[src/rtl/bitnet_pkg.sv]
// Shared definitions for the bitnet host-link path: command codes,
// BRAM write-select encoding and the packet decoder state machine.
package bitnet_pkg;

  localparam logic [7:0] CMD_WR_DATA   = 8'h00;
  localparam logic [7:0] CMD_WR_WEIGHT = 8'h01;
  localparam logic [7:0] CMD_WR_OP     = 8'h03;
  localparam logic [7:0] CMD_RD_DATA   = 8'h04;

  typedef enum logic [1:0] {
    SEL_DATA   = 2'd0,
    SEL_WEIGHT = 2'd1,
    SEL_OP     = 2'd3
  } wr_sel_e;

  typedef enum logic [2:0] {
    ST_HDR0,
    ST_HDR1,
    ST_HDR2,
    ST_PAYLOAD,
    ST_RDREQ
  } dec_state_e;

  function automatic logic is_wr_cmd(input logic [7:0] cmd);
    return (cmd == CMD_WR_DATA) || (cmd == CMD_WR_WEIGHT) || (cmd == CMD_WR_OP);
  endfunction

  function automatic wr_sel_e cmd_to_sel(input logic [7:0] cmd);
    case (cmd)
      CMD_WR_WEIGHT: return SEL_WEIGHT;
      CMD_WR_OP:     return SEL_OP;
      default:       return SEL_DATA;
    endcase
  endfunction

endpackage

[src/rtl/word_assembler.sv]
// Packs payload bytes LSB-first into a word. Byte 0 of each word clears the
// whole register so bits above the selected width read back as zero; the
// completed word stays on `word` until the next word's first byte arrives.
module word_assembler #(
  parameter int WORD_W = 96,
  parameter int IDX_W  = 4
) (
  input  logic              clk,
  input  logic              rst_n,
  input  logic              clr,
  input  logic              byte_valid,
  input  logic [7:0]        din,
  input  logic [IDX_W-1:0]  bytes_per_word,
  output logic [WORD_W-1:0] word,
  output logic              last_byte,
  output logic              word_done
);

  localparam int NB = WORD_W / 8;

  logic [IDX_W-1:0] idx;

  assign last_byte = byte_valid && (idx == bytes_per_word - 1'b1);

  // Byte-index counter, lane insert and one-cycle completion pulse.
  always_ff @(posedge clk or negedge rst_n) begin
    if (!rst_n) begin
      idx       <= '0;
      word      <= '0;
      word_done <= 1'b0;
    end else begin
      word_done <= last_byte && !clr;
      if (clr) begin
        idx <= '0;
      end else if (byte_valid) begin
        idx <= last_byte ? '0 : idx + 1'b1;
        for (int b = 0; b < NB; b++) begin
          if (b == int'(idx))      word[8*b +: 8] <= din;
          else if (idx == '0)      word[8*b +: 8] <= '0;
        end
      end
    end
  end

endmodule

[src/rtl/uart_packet_decoder.sv]
// Host byte-stream decoder: 3-byte header (cmd, count lo, count hi) then
// payload words written to data/weight/op BRAMs, or a readback request.
// Optional inter-byte idle timeout: define PKT_TIMEOUT_EN.
module uart_packet_decoder
  import bitnet_pkg::*;
#(
  parameter int DATA_SIZE      = 64,
  parameter int WEIGHT_SIZE    = 96,
  parameter int OP_SIZE        = 8,
  parameter int ADDR_W         = 12,
  parameter int TIMEOUT_CYCLES = 100000
) (
  input  logic                   clk_in,
  input  logic                   rst_in,
  input  logic                   byte_valid_in,
  input  logic [7:0]             byte_in,
  output logic                   wr_en_out,
  output logic [1:0]             wr_sel_out,
  output logic [ADDR_W-1:0]      wr_addr_out,
  output logic [WEIGHT_SIZE-1:0] wr_data_out,
  output logic                   rd_req_valid_out,
  input  logic                   rd_req_ready_in,
  output logic [15:0]            rd_count_out,
  output logic                   busy_out,
  output logic                   err_out
);

  localparam int IDX_W = $clog2(WEIGHT_SIZE/8 + 1);
  localparam logic [IDX_W-1:0] BPW_DATA   = IDX_W'(DATA_SIZE/8);
  localparam logic [IDX_W-1:0] BPW_WEIGHT = IDX_W'(WEIGHT_SIZE/8);
  localparam logic [IDX_W-1:0] BPW_OP     = IDX_W'(OP_SIZE/8);

  dec_state_e        state_q, state_d;
  logic [7:0]        cmd_q;
  logic [15:0]       count_q;
  logic [15:0]       word_cnt_q;
  logic [ADDR_W-1:0] addr_q;
  wr_sel_e           sel_q;
  logic              err_q;
  logic [IDX_W-1:0]  bpw;
  logic              pay_valid, last_byte, word_done, timeout, asm_clr;

  assign pay_valid = byte_valid_in && (state_q == ST_PAYLOAD);
  assign asm_clr   = ((state_q == ST_HDR2) && byte_valid_in) || timeout;

`ifdef PKT_TIMEOUT_EN
  localparam int TO_W = $clog2(TIMEOUT_CYCLES + 1);
  logic [TO_W-1:0] to_cnt;

  // Idle counter: runs while busy, cleared by every byte, saturates.
  always_ff @(posedge clk_in or negedge rst_in) begin
    if (!rst_in)                                   to_cnt <= '0;
    else if (!busy_out || byte_valid_in)           to_cnt <= '0;
    else if (to_cnt != TO_W'(TIMEOUT_CYCLES))      to_cnt <= to_cnt + 1'b1;
  end

  assign timeout = !byte_valid_in && (to_cnt == TO_W'(TIMEOUT_CYCLES - 1)) &&
                   (state_q inside {ST_HDR1, ST_HDR2, ST_PAYLOAD});
`else
  assign timeout = 1'b0;
`endif

  // Bytes-per-word for the active write target.
  always_comb begin
    bpw = BPW_DATA;
    case (sel_q)
      SEL_WEIGHT: bpw = BPW_WEIGHT;
      SEL_OP:     bpw = BPW_OP;
      default:    bpw = BPW_DATA;
    endcase
  end

  word_assembler #(.WORD_W(WEIGHT_SIZE), .IDX_W(IDX_W)) u_asm (
    .clk            (clk_in),
    .rst_n          (rst_in),
    .clr            (asm_clr),
    .byte_valid     (pay_valid),
    .din            (byte_in),
    .bytes_per_word (bpw),
    .word           (wr_data_out),
    .last_byte      (last_byte),
    .word_done      (word_done)
  );

  // Next-state decode; the last byte of the last word returns to HDR0 so a
  // header byte landing in the strobe cycle is parsed normally.
  always_comb begin
    state_d = state_q;
    case (state_q)
      ST_HDR0: if (byte_valid_in) state_d = ST_HDR1;
      ST_HDR1: if (byte_valid_in) state_d = ST_HDR2;
      ST_HDR2: if (byte_valid_in) begin
        if (is_wr_cmd(cmd_q))          state_d = ST_PAYLOAD;
        else if (cmd_q == CMD_RD_DATA) state_d = ST_RDREQ;
        else                           state_d = ST_HDR0;
      end
      ST_PAYLOAD: if (last_byte && (word_cnt_q == count_q)) state_d = ST_HDR0;
      ST_RDREQ:   if (rd_req_ready_in) state_d = ST_HDR0;
      default:    state_d = ST_HDR0;
    endcase
    if (timeout) state_d = ST_HDR0;
  end

  // State, header fields, word/address counters and sticky error.
  always_ff @(posedge clk_in or negedge rst_in) begin
    if (!rst_in) begin
      state_q    <= ST_HDR0;
      cmd_q      <= '0;
      count_q    <= '0;
      word_cnt_q <= '0;
      addr_q     <= '0;
      sel_q      <= SEL_DATA;
      err_q      <= 1'b0;
    end else begin
      state_q <= state_d;
      if (timeout) err_q <= 1'b1;
      if (word_done) addr_q <= addr_q + 1'b1;
      case (state_q)
        ST_HDR0: if (byte_valid_in) cmd_q <= byte_in;
        ST_HDR1: if (byte_valid_in) count_q[7:0] <= byte_in;
        ST_HDR2: if (byte_valid_in) begin
          count_q[15:8] <= byte_in;
          if (is_wr_cmd(cmd_q)) begin
            sel_q      <= cmd_to_sel(cmd_q);
            addr_q     <= '0;
            word_cnt_q <= '0;
          end else if (cmd_q != CMD_RD_DATA) begin
            err_q <= 1'b1;
          end
        end
        ST_PAYLOAD: if (last_byte) word_cnt_q <= word_cnt_q + 1'b1;
        default: ;
      endcase
    end
  end

  assign wr_en_out        = word_done;
  assign wr_sel_out       = sel_q;
  assign wr_addr_out      = addr_q;
  assign rd_req_valid_out = (state_q == ST_RDREQ);
  assign rd_count_out     = count_q;
  assign busy_out         = (state_q != ST_HDR0);
  assign err_out          = err_q;

endmodule

[config.mk]
export PLATFORM = sky130hd
export DESIGN_NAME = uart_packet_decoder
export DESIGN_NICKNAME = d
export VERILOG_FILES = /design/src/rtl/bitnet_pkg.sv /design/src/rtl/word_assembler.sv /design/src/rtl/uart_packet_decoder.sv
export SDC_FILE = /design/constraint.sdc
export NUM_CORES = 1
export LEC_CHECK = 0
export CAP_MARGIN = 20
export CORE_ASPECT_RATIO = 0.75
export CORE_UTILIZATION = 56
export CTS_CLUSTER_DIAMETER = 30
export DETAILED_ROUTE_END_ITERATION = 8
export GPL_ROUTABILITY_DRIVEN = 0
export PLACE_DENSITY = 0.91
export SETUP_SLACK_MARGIN = 0.3
export SLEW_MARGIN = 0
export SYNTH_ARGS = -nofsm -noshare
export SYNTH_HDL_FRONTEND = slang
export SYNTH_SLANG_ARGS = --single-unit
[constraint.sdc]
create_clock -name clk_in -period 4 [get_ports clk_in]
set_clock_uncertainty 0.05 [all_clocks]
set_input_delay 1 -clock clk_in [delete_from_list [all_inputs] [get_ports clk_in]]
set_output_delay 1 -clock clk_in [all_outputs]
set_load 0.03 [all_outputs]
# Word level (Yosys, flattened, before mapping)
# Index checks and enable logic that the tools add are counted.
[word_totals]
register_bits = 159
[op_classes]
n_addsub = 4
eq_ne = 30
muxes = 34
bitwise_logic = 2
n_reduce_logical = 46
[ops]
columns = ["op", "n"]
rows = [
  ["8-bit two-way mux", 13],
  ["12-bit two-way mux", 4],
  ["16-bit two-way mux", 3],
  ["3-bit AND reduction", 13],
  ["4-bit == test, first input constant", 8],
  ["16-bit case mux with 2 select lines", 1],
  ["2-bit nonzero test", 14],
  ["3-bit two-way mux", 7],
  ["16-bit by 1-bit adder with 16-bit output, second input constant", 1],
  ["16-bit == test", 1],
  ["3-bit case mux with 5 select lines", 1],
  ["12-bit by 1-bit adder with 12-bit output, second input constant", 1],
  ["4-bit two-way mux", 3],
  ["3-bit by 4-bit == test with 1-bit output, first input constant", 2],
  ["8-bit by 1-bit == test with 1-bit output, second input constant", 1],
  ["8-bit by 2-bit == test with 1-bit output, second input constant", 1],
  ["8-bit by 3-bit == test with 1-bit output, second input constant", 1],
  ["4-bit logical NOT", 2],
  ["8-bit logical NOT", 1],
  ["2-bit != test, second input constant", 4],
  ["8-bit by 3-bit != test with 1-bit output, second input constant", 1],
  ["4-bit case mux with 2 select lines", 1],
  ["4-bit AND reduction", 2],
  ["3-bit by 2-bit == test with 1-bit output, second input constant", 2],
  ["18 further kinds", 28],
]

# Depth between registers and ports, before layout
[logic_depth]
ltp_word = 8
mapped_depth = 9
mapped_depth_nobuf = 7

# Cells and area by module
# Synthesis repeated with hierarchy kept, for this count alone.
[unflattened]
cells_unflattened = 680
hier_area_um2 = 7104.3
[modules_own_cells]
columns = ["module", "instances", "cells_each", "area_per_inst_um2", "seq_area_each_um2"]
rows = [
  ["word_assembler", 1, 422, 4247.8, 2527.4],
  ["uart_packet_decoder", 1, 258, 2856.5, 1451.4],
]

# Worst setup path after synthesis
# Ideal clock, no wire load.
[synth_timing]
kind = "input-to-reg"
start = "input byte_valid_in"
end = "register u_asm.word[0]"
t_arrival_ns = 2.405
t_required_ns = 3.825
path_slack_ns = 1.420
stages = 6
cell_sequence = "nand2b_1 > buf_2 > nor4_2 > buf_2 > buf_2 > mux2_2"
[synth_between]
elab_chain_cells = 3
word_cells_on_any_way = 4
[synth_rtl]
columns = ["element", "line", "rtl"]
rows = [
  ["start: declaration", "uart_packet_decoder.sv:15", "input logic byte_valid_in,"],
  ["1-bit logical AND", "uart_packet_decoder.sv:44", "assign asm_clr = ((state_q == ST_HDR2) && byte_valid_in) || timeout;"],
  ["1-bit NOT (no source line)", "-", ""],
  ["3-bit AND reduction (no source line) (*)", "-", ""],
  ["end: declaration", "word_assembler.sv:14", "output logic [WORD_W-1:0] word,"],
]
# Every way passes the cells marked *; elsewhere a longest branch is shown, timed or not.
# A chain may end at the register's enable or synchronous reset.

# Worst setup path in the final report
[layout_timing]
start = "register state_q[1]"
end = "output rd_req_valid_out"
[layout_between]
elab_chain_cells = 1
[layout_rtl]
columns = ["element", "line", "rtl"]
rows = [
  ["start: declaration", "uart_packet_decoder.sv:33", "dec_state_e state_q, state_d;"],
  ["start signal: assignment", "uart_packet_decoder.sv:115", "state_q <= state_d;"],
  ["3-bit == test", "uart_packet_decoder.sv:140", "assign rd_req_valid_out = (state_q == ST_RDREQ);"],
  ["end: declaration", "uart_packet_decoder.sv:21", "output logic rd_req_valid_out,"],
]
# No other way between the ends.

==> results.toml <==
[placement]
place_area_um2 = 8543
io_buffers = 141
placed_cells = 958
place_hpwl_um = 12540

[critical_path]
critical-path-top-delay-family = "buffers and inverters"
startpoint_type = "register"
path_buf_inv = 1
cpMaxStageDelayCell = "clkdlybuf4s50_1"
critPathMaxFanout = 10
cp.required_ns = 2.95
reg2reg_from = "u_asm.idx[1]$_DFFE_PN0P_"
crit_type = "register to primary output"
cp-end-kind = "primary output"
crit_path_max_incr_delay_ns = 0.75
reg2reg_depth = 5
r2r-end = "u_asm.word[14]$_DFFE_PN0P_"
arrival_ns = 2.07
crit_path_cell_trace = "nor3b_1 -> clkdlybuf4s50_1"
reg2reg_slack_ns = 1.52

[synthesis]
yosysSeqAreaShare_pct = 56.56
ys_seq_elements = 159
async_flop_share_pct = 100.0
muxShareOfSynthArea_pct = 5.550
synth_compound_area_share_pct = 12.17
synthAdderAreaFrac_pct = 1.067
synth_top_family_by_area = "simple AND/OR/NAND/NOR gates"
syn_area_um2 = 7034
ys_dominant_reg_cell = "dfrtp_1"
netlist_instances = 686
synthDistinctLibCells = 48
synth_edf_count = 0
syn_area_per_cell_um2 = 10.25
yosys.area_share.simple_pct = 16.65
yosysWarnings = 0
syn-num-nets = 704
synthXorXnorAreaFrac_pct = 3.735

[detailed_routing]
wl_um = 18890
drt-wirelength-per-cell_um = 19.06
vias_per_cell = 5.927
drt_pre_antenna_iters = 5
final_antenna_net_count = 0
first_iter_violations = 557
vias = 5874
drc_errors = 0

[final_layout]
nNetsFinal = 830
mostFrequentLayoutCell = "dfrtp_1"
final_cell_mix = "dfrtp_1 (159), clkdlybuf4s50_1 (140), nand2_1 (114)"
area_growth_pct = 30.02
fin_cells = 991
final_area_um2 = 9146
antenna-diode-count = 0
drive_gt1_share_pct = 10.30

[sta]
fin_crit_sh_pct = 77.88
min_period_ns = 3.115
drv_slew = 0
setup_viol = 0
max_slew_margin_pct = 30.84
fin_hold_ws_ns = 0.3333
finalSetupTns_ns = 0
rsz0062_at_grt = "no"
worstMarginPinSlew_ns = 1.037
timing.fmax_mhz = 321.0
hold_viol_final = 0

[clock_network]
cts_tree = "built"
h-tree-depth = 4
cts.clk_slew.worst_paths_ns = 0.06
cts_buffers = 17
clkSinkCount = 159
clockBufferDepth = 2
ctsHoldBuffers = 0
postCtsSetupBuffers = 0
cts.repair.resized = 0
cts_root_buf = "clkbuf_16"
worst_skew_pair.late_latency_ns = 0.42

[global_route]
track_usage_pct = 30.27
overflow = 0
grt_max_degree = 118
grt_pass1_vias = 5720
grt_pass1_wl_um = 30130
grt_antenna_before_repair = 0

[power_and_ir_drop]
ir_worst_vdd_uv = 495.6
power_density_nw_per_um2 = 798.8
leakagePower_nw = 3.858
power_mw = 7.306

[floorplan]
rows = 35
io_pins = 142
die_w_um = 131.4
core_area_um2 = 12260
start_util_pct = 57.37
dieArea_um2 = 13020
die_h_um = 99.06

[status]
status = "complete, no violations"

[run]
maxCapViolCount = 0

[min_path]
hp-class = "primary input to asynchronous set/reset pin"
## worst reg2reg max path: stages, from the launching register on
cell and delay, ns:
dfrtp_1 0.47, inv_1 0.14, ha_1 0.25, and2_1 0.25
a21oi_1 0.86, o21ai_0 0.28
## per-stage QoR
stage                     setup slack, ns  util, %
after floorplan                     1.420        -
after global placement             0.8543    69.67
after detailed placement           0.7221    69.67
after CTS                          0.8933    74.37
after global routing               0.7899    74.59
final                              0.8849    74.59
## report_power, final
part | internal (mW) | switching, mW
clock | 0.909 | 0.664
combinational | 1.27 | 1.77
sequential | 2.15 | 0.534
total | 4.33 | 2.97
## cells in the mapped netlist (2+ instances only)
cell type	instances	share of area [%]
a211oi_1	2	0.21
a21o_1	5	0.53
a21oi_1	15	1.1
a22o_1	18	2.2
and2_1	9	0.80
and3_1	8	0.71
buf_1	4	0.21
buf_2	9	0.64
clkbuf_1	29	1.5
dfrtp_1	159	57
ha_1	6	1.1
inv_1	31	1.7
mux2_2	32	5.1
mux2i_1	3	0.43
nand2_1	114	6.1
nand2b_1	3	0.27
nand3_1	35	2.5
nand3b_1	2	0.21
nand4_1	7	0.62
nor2_1	25	1.3
nor2b_1	4	0.36
nor3_1	5	0.36
nor3_2	2	0.28
nor3b_1	2	0.21
nor4_1	4	0.36
nor4_2	2	0.36
o2111ai_2	2	0.43
o211ai_1	3	0.32
o21ai_0	82	5.8
o31ai_1	6	0.64
or3_1	6	0.53
or4_1	8	0.85
xnor2_1	4	0.50
xor2_1	26	3.2
## per-layer routing
layer	share of wire [%]	global-route usage, %
met2	48	47.42
met4	2.1	12.88
met3	8.5	7.099
met1	42	40.90
met5	0	0
## area by class of cell
cell class / instances / area (µm²)
clock buffers: 20 / 466.7
multi-input cells: 452 / 2764
inverters: 32 / 120.1
well taps: 166 / 207.7
repair buffers: 150 / 1500
clock inverters: 12 / 108.9
fillers: 782 / 3115
flip-flops and latches: 159 / 3979
## sequential cells by signal (all words and copies together), names as in the netlist
signal           count
rd_count_out        16
err_out              1
u_asm.word_done      1
state_q              3
word_cnt_q          16
wr_addr_out         12
u_asm.word          96
wr_sel_out           2
u_asm.idx            4
cmd_q                8
## cells by family (layout without fill, tap and decap cells)
kind of cell	count (synthesis)	after routing
XOR/XNOR	30	30
AO/OA/AOI/OAI	139	139
AND/OR/NAND/NOR	242	242
flip-flops	159	159
multiplexers	35	35
buffers and inverters	75	214
adder cells (fa/ha/maj)	6	6
## worst max-delay path by stage
stage                                 startpoint                    endpoint  cells past startpoint  slack (ns)
after CTS                 state_q[1]$_DFFE_PN0P_            rd_req_valid_out                      2        0.89
after detailed placement           byte_valid_in  u_asm.word[12]$_DFFE_PN0P_                      6        0.72
after global placement             byte_valid_in   u_asm.word[2]$_DFFE_PN0P_                      5        0.85
final                     state_q[1]$_DFFE_PN0P_            rd_req_valid_out                      2        0.88
after global routing      state_q[1]$_DFFE_PN0P_            rd_req_valid_out                      2        0.79
after floorplan                    byte_valid_in   u_asm.word[0]$_DFFE_PN0P_                      6        1.42
No activity file was read; power rests on OpenSTA's default activity.
